==> config.mk <==
export PLATFORM = sky130hd
export DESIGN_NAME = cursor_select_ctrl
export DESIGN_NICKNAME = d
export VERILOG_FILES = /design/src/rtl/cursor_select_ctrl.sv
export SDC_FILE = /design/constraint.sdc
export NUM_CORES = 1
export LEC_CHECK = 0
export CORE_AREA = 2 2 118 166
export DETAILED_ROUTE_END_ITERATION = 10
export DIE_AREA = 0 0 120 168
export PLACE_DENSITY = 0.81
export REMOVE_ABC_BUFFERS = 1
export SETUP_SLACK_MARGIN = 0.15
export SYNTH_ARGS = -nofsm -noshare
export SYNTH_HDL_FRONTEND = slang
export SYNTH_SLANG_ARGS = --single-unit
==> constraint.sdc <==
create_clock -name CLK -period 3.6 [get_ports CLK]
set_clock_uncertainty 0.05 [all_clocks]
set_input_delay 1.08 -clock CLK [delete_from_list [all_inputs] [get_ports CLK]]
set_output_delay 1.08 -clock CLK [all_outputs]
set_load 0.1 [all_outputs]
==> src/rtl/cursor_select_ctrl.sv <==
// Board cursor and piece-selection controller feeding the VGA display and the game-logic move handshake.
// Build option: define CURSOR_WRAP_EN to wrap the cursor within its row/column instead of clamping at the edges.
module cursor_select_ctrl #(
  parameter int          DEBOUNCE_CYCLES = 500000,
  parameter int          DB_W            = 20,
  parameter logic [5:0]  START_ADDR      = 6'd52
) (
  input  logic         CLK,
  input  logic         RESET_N,
  input  logic         BTN_UP,
  input  logic         BTN_DOWN,
  input  logic         BTN_LEFT,
  input  logic         BTN_RIGHT,
  input  logic         BTN_CENTER,
  input  logic [255:0] BOARD,
  input  logic         TURN,
  input  logic         MOVE_READY,
  output logic [5:0]   CURSOR_ADDR,
  output logic [5:0]   SELECT_ADDR,
  output logic         SELECT_EN,
  output logic         MOVE_VALID,
  output logic [5:0]   MOVE_FROM,
  output logic [5:0]   MOVE_TO
);

  // state    | meaning
  // IDLE     | nothing selected
  // SELECTED | SELECT_ADDR holds a piece of the side to move
  // REQ      | move request offered to game logic, waiting for MOVE_READY
  typedef enum logic [1:0] {IDLE, SELECTED, REQ} state_t;

  localparam int B_UP = 0, B_DOWN = 1, B_LEFT = 2, B_RIGHT = 3, B_CENTER = 4;
  localparam logic [DB_W-1:0] DB_LAST = DB_W'(DEBOUNCE_CYCLES - 1);

  state_t          state;
  logic [4:0]      btn_raw;
  logic [4:0]      sync1;
  logic [4:0]      sync2;
  logic [4:0]      db_lvl;
  logic [4:0]      press;
  logic [DB_W-1:0] db_cnt [5];

  assign btn_raw = {BTN_CENTER, BTN_RIGHT, BTN_LEFT, BTN_DOWN, BTN_UP};

  always_ff @(posedge CLK or negedge RESET_N) begin
    if (!RESET_N) begin
      sync1 <= '0;
      sync2 <= '0;
    end else begin
      sync1 <= btn_raw;
      sync2 <= sync1;
    end
  end

  // The press pulse is issued on the same edge the debounced level rises.
  for (genvar i = 0; i < 5; i++) begin : g_db
    always_ff @(posedge CLK or negedge RESET_N) begin
      if (!RESET_N) begin
        db_cnt[i] <= '0;
        db_lvl[i] <= 1'b0;
        press[i]  <= 1'b0;
      end else begin
        press[i] <= 1'b0;
        if (sync2[i] == db_lvl[i]) begin
          db_cnt[i] <= '0;
        end else if (db_cnt[i] == DB_LAST) begin
          db_cnt[i] <= '0;
          db_lvl[i] <= sync2[i];
          press[i]  <= sync2[i];
        end else begin
          db_cnt[i] <= db_cnt[i] + 1'b1;
        end
      end
    end
  end

  logic [2:0] row_n;
  logic [2:0] col_n;
  logic [5:0] cursor_nxt;

  always_comb begin
    row_n = CURSOR_ADDR[5:3];
    col_n = CURSOR_ADDR[2:0];
`ifdef CURSOR_WRAP_EN
    if (press[B_UP])         row_n = row_n - 3'd1;
    else if (press[B_DOWN])  row_n = row_n + 3'd1;
    else if (press[B_LEFT])  col_n = col_n - 3'd1;
    else if (press[B_RIGHT]) col_n = col_n + 3'd1;
`else
    if (press[B_UP])         begin if (row_n != 3'd0) row_n = row_n - 3'd1; end
    else if (press[B_DOWN])  begin if (row_n != 3'd7) row_n = row_n + 3'd1; end
    else if (press[B_LEFT])  begin if (col_n != 3'd0) col_n = col_n - 3'd1; end
    else if (press[B_RIGHT]) begin if (col_n != 3'd7) col_n = col_n + 3'd1; end
`endif
    cursor_nxt = {row_n, col_n};
  end

  logic [3:0] piece;
  logic       own;

  assign piece = BOARD[{CURSOR_ADDR, 2'b00} +: 4];
  assign own   = (piece[2:0] != 3'b000) && (piece[3] == TURN);

  always_ff @(posedge CLK or negedge RESET_N) begin
    if (!RESET_N) begin
      state       <= IDLE;
      CURSOR_ADDR <= START_ADDR;
      SELECT_ADDR <= '0;
      SELECT_EN   <= 1'b0;
      MOVE_VALID  <= 1'b0;
      MOVE_FROM   <= '0;
      MOVE_TO     <= '0;
    end else begin
      if (state != REQ) CURSOR_ADDR <= cursor_nxt;
      case (state)
        IDLE: begin
          if (press[B_CENTER] && own) begin
            state       <= SELECTED;
            SELECT_ADDR <= CURSOR_ADDR;
            SELECT_EN   <= 1'b1;
          end
        end
        SELECTED: begin
          if (press[B_CENTER]) begin
            if (CURSOR_ADDR == SELECT_ADDR) begin
              state     <= IDLE;
              SELECT_EN <= 1'b0;
            end else if (own) begin
              SELECT_ADDR <= CURSOR_ADDR;
            end else begin
              state      <= REQ;
              MOVE_FROM  <= SELECT_ADDR;
              MOVE_TO    <= CURSOR_ADDR;
              MOVE_VALID <= 1'b1;
            end
          end
        end
        REQ: begin
          if (MOVE_VALID && MOVE_READY) begin
            state      <= IDLE;
            MOVE_VALID <= 1'b0;
            SELECT_EN  <= 1'b0;
          end
        end
        default: state <= IDLE;
      endcase
    end
  end

endmodule

Word-level counts from Yosys, hierarchy flattened. Index checks and enable logic that the tools add are counted. Widths: inputs -> output; s select.

Flip-flop bits (word level): 148. Input bits: 265. Output and inout port bits: 26. Word-level logic and storage cells: 145.

Add/sub/neg operators: 9. Eq/ne operators: 27. Shift operators: 1. Muxes and demuxes: 48. Bitwise operators: 9. Reduce and logical (&&, ||, !) cells: 26.

Operators with widths (number): $shiftx 256x9->4 (1); $mux 20 (10); $add 20x1->20 const B (5); $eq 20x19->1 const B (5); $mux 3 (8); $mux 6 (4); $mux 1 (17); $ne 2x2->1 const B (8); $reduce_and 5->1 (3); $pmux 6 s2 (1); $reduce_and 4->1 (3); $reduce_bool 2->1 (6); $reduce_bool 3->1 (4); $mux 2 (5); $reduce_and 2->1 (5); $ne 3x3->1 const B (3); $not 1->1 (9); $add 3x1->3 const B (2); $eq 1x1->1 (6); $eq 6x6->1 (1); $pmux 2 s3 (1); $reduce_and 6->1 (1); $sub 3x1->3 const B (2); $ne 2x1->1 const B (2); 6 further kinds (8).

Logic depth before layout (Yosys ltp).
Word-level depth: 7. Gate-level depth with buffers: 13. Gate-level depth less buffers: 8.

Worst setup path before layout. Ideal clock, no wire load.

Path kind: flip-flop to flip-flop. Start: register CURSOR_ADDR[0]. End: register MOVE_FROM[0]. Setup time: 126 ps. Arrival: 3323 ps. Required time: 3424 ps. Setup slack: 101 ps. Cell stages (with the launch flop): 11. Buffers on the path: 3. Clock period less this slack: 3499 ps. Cell sequence: dfrtp_1 -> buf_6 -> mux4_1 -> mux4_2 -> nor3_2 -> a22oi_1 -> and3_1 -> buf_6 -> nor2_8 -> buf_12 -> mux2_4.

Word-level cells in the longest chain between the ends: 5. Elaborated cells on any way between the ends: 8. Classes of those cells: eq/ne (2); shift (1); bitwise (2); reduce/logical (3).

Ends and longest elaborated chain: start, declared (RTL line 18) `output logic [5:0] CURSOR_ADDR,`; start signal, assigned (RTL line 114) `if (state != REQ) CURSOR_ADDR <= cursor_nxt;`; $shiftx 256x9->4 (RTL line 101) `assign piece = BOARD[{CURSOR_ADDR, 2'b00} +: 4];`; $reduce_bool 3->1 or $eq 1x1->1 (tied branches) (RTL line 102) `assign own = (piece[2:0] != 3'b000) && (piece[3] == TURN);`; $logic_and 1x1->1 (RTL line 102); $not 1->1 (no line); $reduce_and 4->1 (no line) *; end signal, assigned (RTL line 111) `MOVE_FROM <= '0;`; end signal, assigned (RTL line 132) `MOVE_FROM <= SELECT_ADDR;`; end, declared (RTL line 22) `output logic [5:0] MOVE_FROM,`.

Mark *: on every way between the ends. The rest lies on a longest branch, timed or not. A chain may end at the register's enable or synchronous reset.

Final worst setup path.
Start: input port BOARD[50]. End: register MOVE_TO[1].

Word-level cells in the longest chain between the ends: 5.

Ends and longest elaborated chain: start, declared (RTL line 15) `input logic [255:0] BOARD,`; $shiftx 256x9->4 (RTL line 101); $reduce_bool 3->1 (RTL line 102); $logic_and 1x1->1 (RTL line 102); $not 1->1 (no line); $reduce_and 4->1 (no line); end signal, assigned (RTL line 112) `MOVE_TO <= '0;`; end signal, assigned (RTL line 133) `MOVE_TO <= CURSOR_ADDR;`; end, declared (RTL line 23) `output logic [5:0] MOVE_TO`.

No other way between the ends.

==> impl_metrics.py <==
metrics = {
    "timing": {
        "max_freq_ghz": 0.292,
        "hold_viol_final": 0,
        "max_slew.worst_pin.slew_ns": 0.531,
        "fin_crit_sh_pct": 95.1,
        "fin_crit_ns": 3.42,
        "whs_ns": 0.300,
        "maxSlewHeadroom_pct": 64.1,
        "setup_violations": 0,
        "setup-tns-final_ns": 0,
        "rsz0062_at_grt": "true",
        "drv_slew": 0,
    },
    "floorplan": {
        "die-area_um2": 20200,
        "ios": 291,
        "die_h_um": 168,
        "rows": 60,
        "die_w_um": 120,
        "initial_utilization_pct": 46.1,
        "core-area_um2": 18800,
    },
    "setup_path": {
        "worst_path_dominant_cell_family": "multiplexers",
        "reg2reg_to": "SELECT_ADDR[0]$_DFFE_PN0P_",
        "path_depth": 10,
        "cpMostUsedCell": "mux4_2",
        "crit_type": "in -> reg",
        "startpoint_type": "input pin",
        "slowest_stage": "mux4_2",
        "reg2reg_slack_ns": 0.43,
        "cpPeakStageDelay_ns": 0.48,
        "required_ns": 3.85,
        "rr_worst_depth": 10,
        "timing.rr.start": "CURSOR_ADDR[2]$_DFFE_PN1P_",
        "cp.arrival_ns": 3.67,
        "cp_cell_sequence": "clkdlybuf4s50_1 -> mux4_2 -> mux4_2 -> nor3_2 -> a22oi_1 -> buf_4 -> and3_4 -> nor2_8 -> buf_12 -> mux2_4",
        "cp.buffers_inverters": 3,
        "cp_max_fo": 7,
        "setup.worst_path.end_class": "flip-flop",
    },
    "cts": {
        "cts_buffers": 17,
        "cts-root-buf": "clkbuf_16",
        "cts_buffer_depth": 2,
        "tritoncts": "yes",
        "path_clk_slew_ns": 0.06,
        "clk_latency_ns": 0.41,
        "h-tree-depth": 4,
        "postCtsHoldBufs": 0,
        "cts_sinks": 148,
    },
    "cells_and_area": {
        "register_area_um2": 3710,
        "syn2layout_area_growth_pct": 46.5,
        "fin_nets": 1444,
        "layout-drive-gt1-share_pct": 14.5,
        "final_area_um2": 12700,
        "multi_input_area_um2": 4760,
        "filler_cell_count": 1419,
        "final_cells": 1431,
    },
    "global_routing": {
        "grt_max_degree": 70,
        "first_global_vias": 8196,
        "grt_use_total_pct": 26.8,
        "antenna_found_initial": 4,
        "overflow": 0,
        "grt_pass1_wl_um": 41900,
    },
    "hold_path": {
        "hold_start": "sync1[1]$_DFF_PN0_",
        "hold_depth": 0,
        "hp-class": "reg -> reg",
        "worstHoldEndpoint": "sync2[1]$_DFF_PN0_",
    },
    "drt": {
        "vias": 7803,
        "first_pass_iters": 5,
        "drc_errors": 0,
        "postRouteWirelength_um": 26900,
        "ant_nets": 0,
        "wl_per_cell_um": 18.8,
        "viasPerCell": 5.45,
        "drtIter0Drc": 525,
    },
    "place": {
        "place.gp.congestion": 0.852,
        "io_buffers": 290,
        "dp_cells": 1396,
        "dpl.hpwl_um": 20200,
        "placed_cell_area_um2": 11900,
    },
    "yosys": {
        "synthDistinctLibCells": 73,
        "syn_area_um2": 8680,
        "synth-seq-area-share_pct": 42.7,
        "yosysMostFrequentCell": "nor2_1",
        "synthCells": 868,
        "ys_ff_latch": 148,
        "synthTopCellsByCount": "nor2_1 (149), dfrtp_1 (145), nand2_1 (49)",
        "synthFlopType": "dfrtp_1",
        "synth.top_cell.area_share_pct": 41.8,
        "yosys-top-cells-area": "dfrtp_1 (42%), nor2_1 (6.4%), mux4_2 (5.4%)",
        "synth_edf_count": 0,
        "yosysWarnings": 0,
        "synth_top_cell_by_area": "dfrtp_1",
        "async_flop_share_pct": 100,
        "synth.avg_cell_area_um2": 10.0,
    },
    "power_and_ir_drop": {
        "p_total_mw": 4.00,
        "ir_worst_vdd_mv": 0.246,
        "leakagePower_nw": 5.47,
        "p_per_area_nw_per_um2": 315,
    },
    "run_status": {
        "status": "complete, no violations",
    },
    "run": {
        "maxCapViolCount": 0,
    },
}
## flip-flops by register name, summed over array words and instances, names as in the netlist
signal       count
SELECT_ADDR      6
state            2
sync1            5
db_lvl           5
press            5
SELECT_EN        1
CURSOR_ADDR      6
sync2            5
MOVE_FROM        6
MOVE_VALID       1
db_cnt         100
MOVE_TO          6
## power breakdown
group	leakage, nW	internal (mW)	switching (mW)	total [mW]
clock	0.299	1.12	0.728	1.85
combinational	3.16	0.309	0.149	0.458
sequential	2.00	1.68	0.0167	1.70
## how the worst max path moves through the flow
stage,start,end,slack [ns]
2_1_floorplan,CURSOR_ADDR[1]$_DFFE_PN0P_,MOVE_TO[1]$_DFFE_PN0P_,-1.56
3_3_place_gp,BOARD[255],SELECT_ADDR[3]$_DFFE_PN0P_,-0.48
3_5_place_dp,BOARD[227],SELECT_ADDR[0]$_DFFE_PN0P_,-0.45
4_1_cts,BOARD[239],SELECT_ADDR[0]$_DFFE_PN0P_,0.14
5_1_grt,BOARD[247],SELECT_ADDR[3]$_DFFE_PN0P_,0.13
6_report,BOARD[50],MOVE_TO[1]$_DFFE_PN0P_,0.18
## layout make-up
type | count | share of cell area, %
Inverter | 24 | 0.708
Tap cell | 248 | 2.44
Sequential cell | 148 | 29.2
Antenna cell | 3 | 0.0590
Clock inverter | 13 | 1.38
Multi-Input combinational cell | 659 | 37.5
Timing Repair Buffer | 318 | 25.3
Clock buffer | 18 | 3.45
## kinds of logic after synthesis
family	after synthesis	synth area share, %
simple gates	388	22.8
mux	63	12.0
flops	148	42.7
fa+ha+maj	11	1.76
buf+inv	61	3.47
xor+xnor	93	9.38
compound gates	104	7.91
## timing repair
action,CTS,global route
endpoints found under the hold margin,0,0
setup buffers,0,1
gates resized for setup,5,48
endpoints found under the setup margin,20,20
cloned,0,0
pin swaps,1,21
## per-layer routing
metal  track usage (%)  share of wire [%]  up-vias
li1                  -                  -     3696
met1              30.2                 37     3772
met2              47.6                 53      289
met3              7.79                8.7       44
met4              9.92                2.2        2
met5                 0              0.045        -
## through the flow
stage	worst slack [ns]	utilization, %
2_1_floorplan	-1.56	-
3_3_place_gp	-0.475	63.2
3_5_place_dp	-0.450	63.2
4_1_cts	0.144	66.6
5_1_grt	0.128	67.5
6_report	0.176	67.5
## layout by cell type (no fill, tap or decap), types with 7 or more instances in the layout
| cell | netlist | layout |
|---|---|---|
| a211oi_1 | 8 | 8 |
| a21oi_1 | 27 | 26 |
| and3_1 | 21 | 20 |
| buf_12 | 1 | 7 |
| buf_4 | 1 | 46 |
| clkbuf_16 | 0 | 17 |
| clkdlybuf4s50_1 | 0 | 230 |
| dfrtp_1 | 145 | 143 |
| dlymetal6s2s_1 | 0 | 33 |
| ha_1 | 9 | 9 |
| inv_1 | 20 | 20 |
| mux2_2 | 15 | 12 |
| mux2_4 | 16 | 19 |
| mux2i_1 | 8 | 7 |
| mux4_2 | 21 | 23 |
| nand2_1 | 49 | 49 |
| nand3_1 | 38 | 38 |
| nand4_1 | 14 | 14 |
| nor2_1 | 149 | 149 |
| nor2b_1 | 10 | 10 |
| nor3_1 | 24 | 24 |
| nor4_1 | 18 | 15 |
| nor4b_1 | 11 | 10 |
| o21ai_0 | 27 | 27 |
| or3_1 | 16 | 16 |
| xnor2_1 | 48 | 48 |
| xor2_1 | 45 | 45 |
Note: power is estimated with default switching activity, not from simulation.
